File: src/rtl/fsgn_pipe_if.sv
// Request/result bundle for the FP sign-manipulation pipe.
// master drives requests and consumes results; slave is the unit itself.
interface fsgn_pipe_if #(
  parameter int EXP_W = 8,
  parameter int MAN_W = 23,
  parameter int TAG_W = 5
);
  localparam int W = 1 + EXP_W + MAN_W;

  logic             in_valid;
  logic             in_ready;
  logic [2:0]       op;
  logic [W-1:0]     x;
  logic [W-1:0]     z;
  logic [TAG_W-1:0] tag_in;
  logic [W-1:0]     y;
  logic             out_valid;
  logic             out_ready;
  logic [TAG_W-1:0] tag_out;
  logic             nan_flag;
  logic             illegal;

  modport master (
    output in_valid, op, x, z, tag_in, out_ready,
    input  in_ready, y, out_valid, tag_out, nan_flag, illegal
  );

  modport slave (
    input  in_valid, op, x, z, tag_in, out_ready,
    output in_ready, y, out_valid, tag_out, nan_flag, illegal
  );
endinterface

File: src/rtl/fsgn_pipe.sv
// FP sign unit (FABS/FNEG/FSGNJ/FSGNJN/FSGNJX/FMV) with a LATENCY-deep
// valid/ready pipeline; stage 1 computes, later stages only carry data.
module fsgn_pipe #(
  parameter int EXP_W   = 8,
  parameter int MAN_W   = 23,
  parameter int LATENCY = 2,
  parameter int TAG_W   = 5
) (
  input  logic         sys_clk,
  input  logic         rstn,
  fsgn_pipe_if.slave   bus
);
  localparam int W = 1 + EXP_W + MAN_W;

  generate
    if (LATENCY < 1 || LATENCY > 4) begin : g_bad_latency
      $error("fsgn_pipe: LATENCY must be in 1..4");
    end
  endgenerate

  typedef struct packed {
    logic [W-1:0]     y;
    logic [TAG_W-1:0] tag;
    logic             nan;
    logic             ill;
  } rsp_t;

  rsp_t                 res;
  rsp_t [LATENCY:1]     stg;
  logic [LATENCY:1]     vld_pipe;
  logic [LATENCY:1]     adv;
  logic                 run;
  logic                 s;
  logic                 unused_z;

  // Only the sign of z ever matters.
  assign unused_z = ^bus.z[W-2:0];

  always_comb begin
    s = bus.x[W-1];
    case (bus.op)
      3'd0:    s = 1'b0;
      3'd1:    s = ~bus.x[W-1];
      3'd2:    s = bus.z[W-1];
      3'd3:    s = ~bus.z[W-1];
      3'd4:    s = bus.x[W-1] ^ bus.z[W-1];
      default: s = bus.x[W-1];
    endcase
    res.y   = {s, bus.x[W-2:0]};
    res.tag = bus.tag_in;
    res.ill = (bus.op[2:1] == 2'b11);
    res.nan = (&bus.x[W-2:MAN_W]) & (|bus.x[MAN_W-1:0]);
  end

  // Ready ripples back from the output: a stage moves if any stage at or
  // after it is empty, or the consumer takes the head.
  always_comb begin
    run = bus.out_ready;
    adv = '0;
    for (int k = LATENCY; k >= 1; k--) begin
      run    = run | ~vld_pipe[k];
      adv[k] = run;
    end
  end

  always_ff @(posedge sys_clk or negedge rstn) begin
    if (!rstn) begin
      vld_pipe <= '0;
      stg      <= '0;
    end else begin
      if (adv[1]) begin
        vld_pipe[1] <= bus.in_valid;
        stg[1]      <= res;
      end
      for (int k = 2; k <= LATENCY; k++) begin
        if (adv[k]) begin
          vld_pipe[k] <= vld_pipe[k-1];
          stg[k]      <= stg[k-1];
        end
      end
    end
  end

  assign bus.in_ready  = adv[1] & rstn;
  assign bus.out_valid = vld_pipe[LATENCY];
  assign bus.y         = stg[LATENCY].y;
  assign bus.tag_out   = stg[LATENCY].tag;
  assign bus.nan_flag  = stg[LATENCY].nan;
  assign bus.illegal   = stg[LATENCY].ill;
endmodule

File: src/flat_wrapper.sv
// flat-port wrapper written by rule: the top's interface ports become plain ports
module fsgn_pipe_flat 
#(
  parameter int EXP_W   = 8,
  parameter int MAN_W   = 23,
  parameter int LATENCY = 2,
  parameter int TAG_W   = 5
)
  (sys_clk, rstn, bus_in_valid, bus_op, bus_x, bus_z, bus_tag_in, bus_out_ready, bus_in_ready, bus_y, bus_out_valid, bus_tag_out, bus_nan_flag, bus_illegal);
  fsgn_pipe_if #(.EXP_W(EXP_W), .MAN_W(MAN_W), .TAG_W(TAG_W)) bus_i ();
  input  logic sys_clk;
  input  logic rstn;
  input wire logic [$bits(bus_i.in_valid)-1:0] bus_in_valid;
  input wire logic [$bits(bus_i.op)-1:0] bus_op;
  input wire logic [$bits(bus_i.x)-1:0] bus_x;
  input wire logic [$bits(bus_i.z)-1:0] bus_z;
  input wire logic [$bits(bus_i.tag_in)-1:0] bus_tag_in;
  input wire logic [$bits(bus_i.out_ready)-1:0] bus_out_ready;
  output wire logic [$bits(bus_i.in_ready)-1:0] bus_in_ready;
  output wire logic [$bits(bus_i.y)-1:0] bus_y;
  output wire logic [$bits(bus_i.out_valid)-1:0] bus_out_valid;
  output wire logic [$bits(bus_i.tag_out)-1:0] bus_tag_out;
  output wire logic [$bits(bus_i.nan_flag)-1:0] bus_nan_flag;
  output wire logic [$bits(bus_i.illegal)-1:0] bus_illegal;
  assign bus_i.in_valid = bus_in_valid;
  assign bus_i.op = bus_op;
  assign bus_i.x = bus_x;
  assign bus_i.z = bus_z;
  assign bus_i.tag_in = bus_tag_in;
  assign bus_i.out_ready = bus_out_ready;
  assign bus_in_ready = bus_i.in_ready;
  assign bus_y = bus_i.y;
  assign bus_out_valid = bus_i.out_valid;
  assign bus_tag_out = bus_i.tag_out;
  assign bus_nan_flag = bus_i.nan_flag;
  assign bus_illegal = bus_i.illegal;
  fsgn_pipe #(.EXP_W(EXP_W), .MAN_W(MAN_W), .LATENCY(LATENCY), .TAG_W(TAG_W)) u_core (.sys_clk(sys_clk), .rstn(rstn), .bus(bus_i));
endmodule
File: config.mk
export PLATFORM = sky130hd
export DESIGN_NAME = fsgn_pipe_flat
export DESIGN_NICKNAME = d
export VERILOG_FILES = /design/src/rtl/fsgn_pipe_if.sv /design/src/rtl/fsgn_pipe.sv /design/src/flat_wrapper.sv
export SDC_FILE = /design/constraint.sdc
export NUM_CORES = 1
export LEC_CHECK = 0
export BUFFER_PORTS_ARGS = -buffer_cell sky130_fd_sc_hd__buf_2
export CAP_MARGIN = 10
export CELL_PAD_IN_SITES_DETAIL_PLACEMENT = 1
export CELL_PAD_IN_SITES_GLOBAL_PLACEMENT = 2
export CORE_ASPECT_RATIO = 0.9
export CORE_MARGIN = 1.5
export CORE_UTILIZATION = 33
export CTS_CLUSTER_SIZE = 14
export DETAILED_ROUTE_END_ITERATION = 10
export MAX_ROUTING_LAYER = met4
export PLACE_DENSITY_LB_ADDON = 0.1
export SLEW_MARGIN = 10
export SYNTH_ARGS = -nofsm -noshare
export SYNTH_HDL_FRONTEND = slang
export SYNTH_SLANG_ARGS = --single-unit
File: constraint.sdc
create_clock -name sys_clk -period 2.5 [get_ports sys_clk]
set_input_delay 0.375 -clock sys_clk [delete_from_list [all_inputs] [get_ports sys_clk]]
set_output_delay 0.375 -clock sys_clk [all_outputs]
set_load 0.01 [all_outputs]
==> metrics.cfg <==
[detailed_routing]
post_drt_wl_per_cell_um=15.0
ant_nets=0
drt_wl_total_um=7500
drt-initial-drc-count=85
detail_route.first_pass.iterations=9
detailroute.via_count=2230
drc=7
via_per_inst=4.46

[finish]
num-nets-final=442
n_antenna_cell=0
fillerInstances=1160
layout_commonest_cell=nand2_1
layout.cells.most_common_list=114 x nand2_1, 84 x buf_2, 80 x dfrtp_1
post_route_cells_drive_above_1_share_pct=38.5
area_grow_syn2layout_pct=16.8

[global_route]
grt_antenna_before_repair=0
first_global_vias=2364
overflow=0
grt_pass1_wl_um=12200
grtUsageTotal_pct=14.5
grt_max_degree=42

[synthesis]
average_size_of_a_mapped_cell_um2=11.2
yosysUniqueCellTypes=24
synth_seq_area_share_pct=56.8
ys_seq_elements=80
netlist.top_cell.by_area=dfrtp_1
synth_area_leaders=dfrtp_1 57%, mux2_4 14%, nand2_1 12%
netlist_area_mm2=0.00353
synth_cells=314
synth.net_count=390
synth_top_cell_area_share_pct=56.8
yosys_warnings=0

[timing]
holdWs_ns=0.250
slew_violations=0
timing.final.hold_violations=0
finalSetupViolCount=0
rsz0062_at_grt=false
final.setup_skew_ns=0.00702
max_slew_headroom_at_the_worst_pin_pct=39.4
worst_pin_slew_ns=0.908
max_freq_mhz=529
part_of_the_cycle_the_worst_path_needs_pct=75.5
timing.setup.tns_ns=0
layout_min_cycle_time_ns=1.89

[critical_path]
r2r_cells=4
worst-path-buf-inv=1
critical_path_fanout_max=22
crit_chain=nor2b_4 > nand2_4 > and2_1 > buf_2
criticalPathCategory=flop to output pin
required_ns=2.12
max_stage_delay_ns=0.39
crit-reg2reg-capture=u_core.stg[8]
crit-reg2reg-launch=u_core.vld_pipe[2]
cp_data_arrival_time_ns=1.51
regToRegSetupSlack_ns=0.85
critical_path.top_delay_family=simple AND/OR/NAND/NOR gates
worst_path_max_delay_cell=dfrtp_1
setup.worst_path.start_class=flop
endpoint_kind=output pin

[power_and_ir_drop]
ir_drop_v=0.000271
power_density_mw_per_mm2=824
power.leakage_nw=2.18
report.power.total_mw=3.40

[die]
die_area_mm2=0.0113
die_h_um=101
core_region_area_mm2=0.0103
horiz_die_dim_um=112
std_cell_rows=35
pin_count=117
floorplan.initialDensity_pct=34.1

[status]
violated_checks=design-rule violations
outcome=finished, violations left

[job]
maxCapViolations=0

[placement]
final_weighted_congestion_in_routability_driven_placement=0.696
port_buffer_count=85
detailedPlacementHpwl_um=4970

[clock_network]
clk_latency_ns=0.33
cts_num_sinks=80
clock_tree.root_cell=clkbuf_16
clk_pin_slew_ns=0.06
clock_buffer_count_from_cts=9
ctsHtreeMaxLevel=3
tritoncts_clock_tree=built
cts-root-to-sink-buffers=2
post_cts_repair_timing_setup_buffer_count=0

[hold_path]
holdPathStages=2
hold-path-endpoint=u_core.vld_pipe[1]
timing.hold.worst.class=primary input to flop
worst_hold_startpoint=bus_in_valid

[cells in the mapped netlist (all sizes together)]
cell type and count:
a211o 1, clkbuf 5, buf 45, inv 3
or3 1, nand4 3, nand3 2, nand2b 4
nor3 1, mux2 36, mux2i 1, dfrtp 80
and2 1, nand2 115, a41oi 1, nor2 3
nor2b 1, o211ai 2, nor4 5, o21ai 4
[logic make-up (layout without fill, tap and decap cells)]
| kind of cell | count (synthesis) | in the layout | share of synthesized area, % |
|---|---|---|---|
| buffers and inverters | 53 | 110 | 10.6 |
| muxes | 37 | 37 | 15.2 |
| DFF | 80 | 80 | 56.8 |
| AOI/OAI and AO/OA | 8 | 8 | 1.49 |
| and+or+nand+nor | 136 | 136 | 15.9 |
[how the worst max path moves through the flow]
stage | start | to | depth (start not counted)
floorplan | u_core.vld_pipe[2] | bus_in_ready | 5
global placement | bus_out_ready | u_core.stg[8] | 5
detailed placement | bus_out_ready | u_core.stg[9] | 5
CTS | u_core.vld_pipe[2] | bus_in_ready | 4
global route | u_core.vld_pipe[2] | bus_in_ready | 4
finish | u_core.vld_pipe[2] | bus_in_ready | 4
[metal layers]
layer | routed length (um) | global-route usage, % | vias to the layer above
met1 | 3540 | 17.8 | 1091
li1 | - | - | 1077
met2 | 3500 | 23.1 | 53
met4 | 106 | 5.84 | 0
met3 | 350 | 3.73 | 9
met5 | 0 | - | -
[where the power goes]
part	internal (mW)	switching, mW	total, mW
logic	0.231	0.259	0.490
clock network	0.875	0.505	1.38
registers	1.45	0.0787	1.53
[area by class of cell]
cell class	count	area (um2)	share of cell area (%)
Multi-Input combinational cell	181	1160	28.1
Sequential cell	80	2000	48.6
Tap cell	129	161	3.92
Timing Repair Buffer	91	475	11.5
Inverter	3	11.3	0.273
Clock buffer	11	233	5.65
Clock inverter	5	81.3	1.97
[flip-flops by register name, summed over array words and instances, names as in the netlist]
register / flops
u_core.vld_pipe: 2
u_core.bus.y: 32
u_core.stg: 39
u_core.bus.nan_flag: 1
u_core.bus.illegal: 1
u_core.bus.tag_out: 5
[worst register-to-register path: cells and delay by family (launching register included)]
family,cells,cell delay (ns)
simple gates,2,0.45
flops,1,0.41
mux,1,0.36
buf+inv,1,0.32
[per-stage QoR]
step / setup slack, ns / instance area, um2 / util, % / instances
2_1_floorplan: 1.00 / 3530 / - / 314
3_3_place_gp: 0.817 / 3800 / 36.7 / 483
3_5_place_dp: 0.815 / 3800 / 36.7 / 483
4_1_cts: 0.567 / 4120 / 39.9 / 500
5_1_grt: 0.534 / 4120 / 39.9 / 500
6_report: 0.611 / 4120 / 39.9 / 500
[repair_timing]
item | in CTS | in global routing
hold buffers | 1 | 0
resized for setup | 0 | 0
hold endpoints to repair | 22 | 0
(Power assumes the default switching activity.)
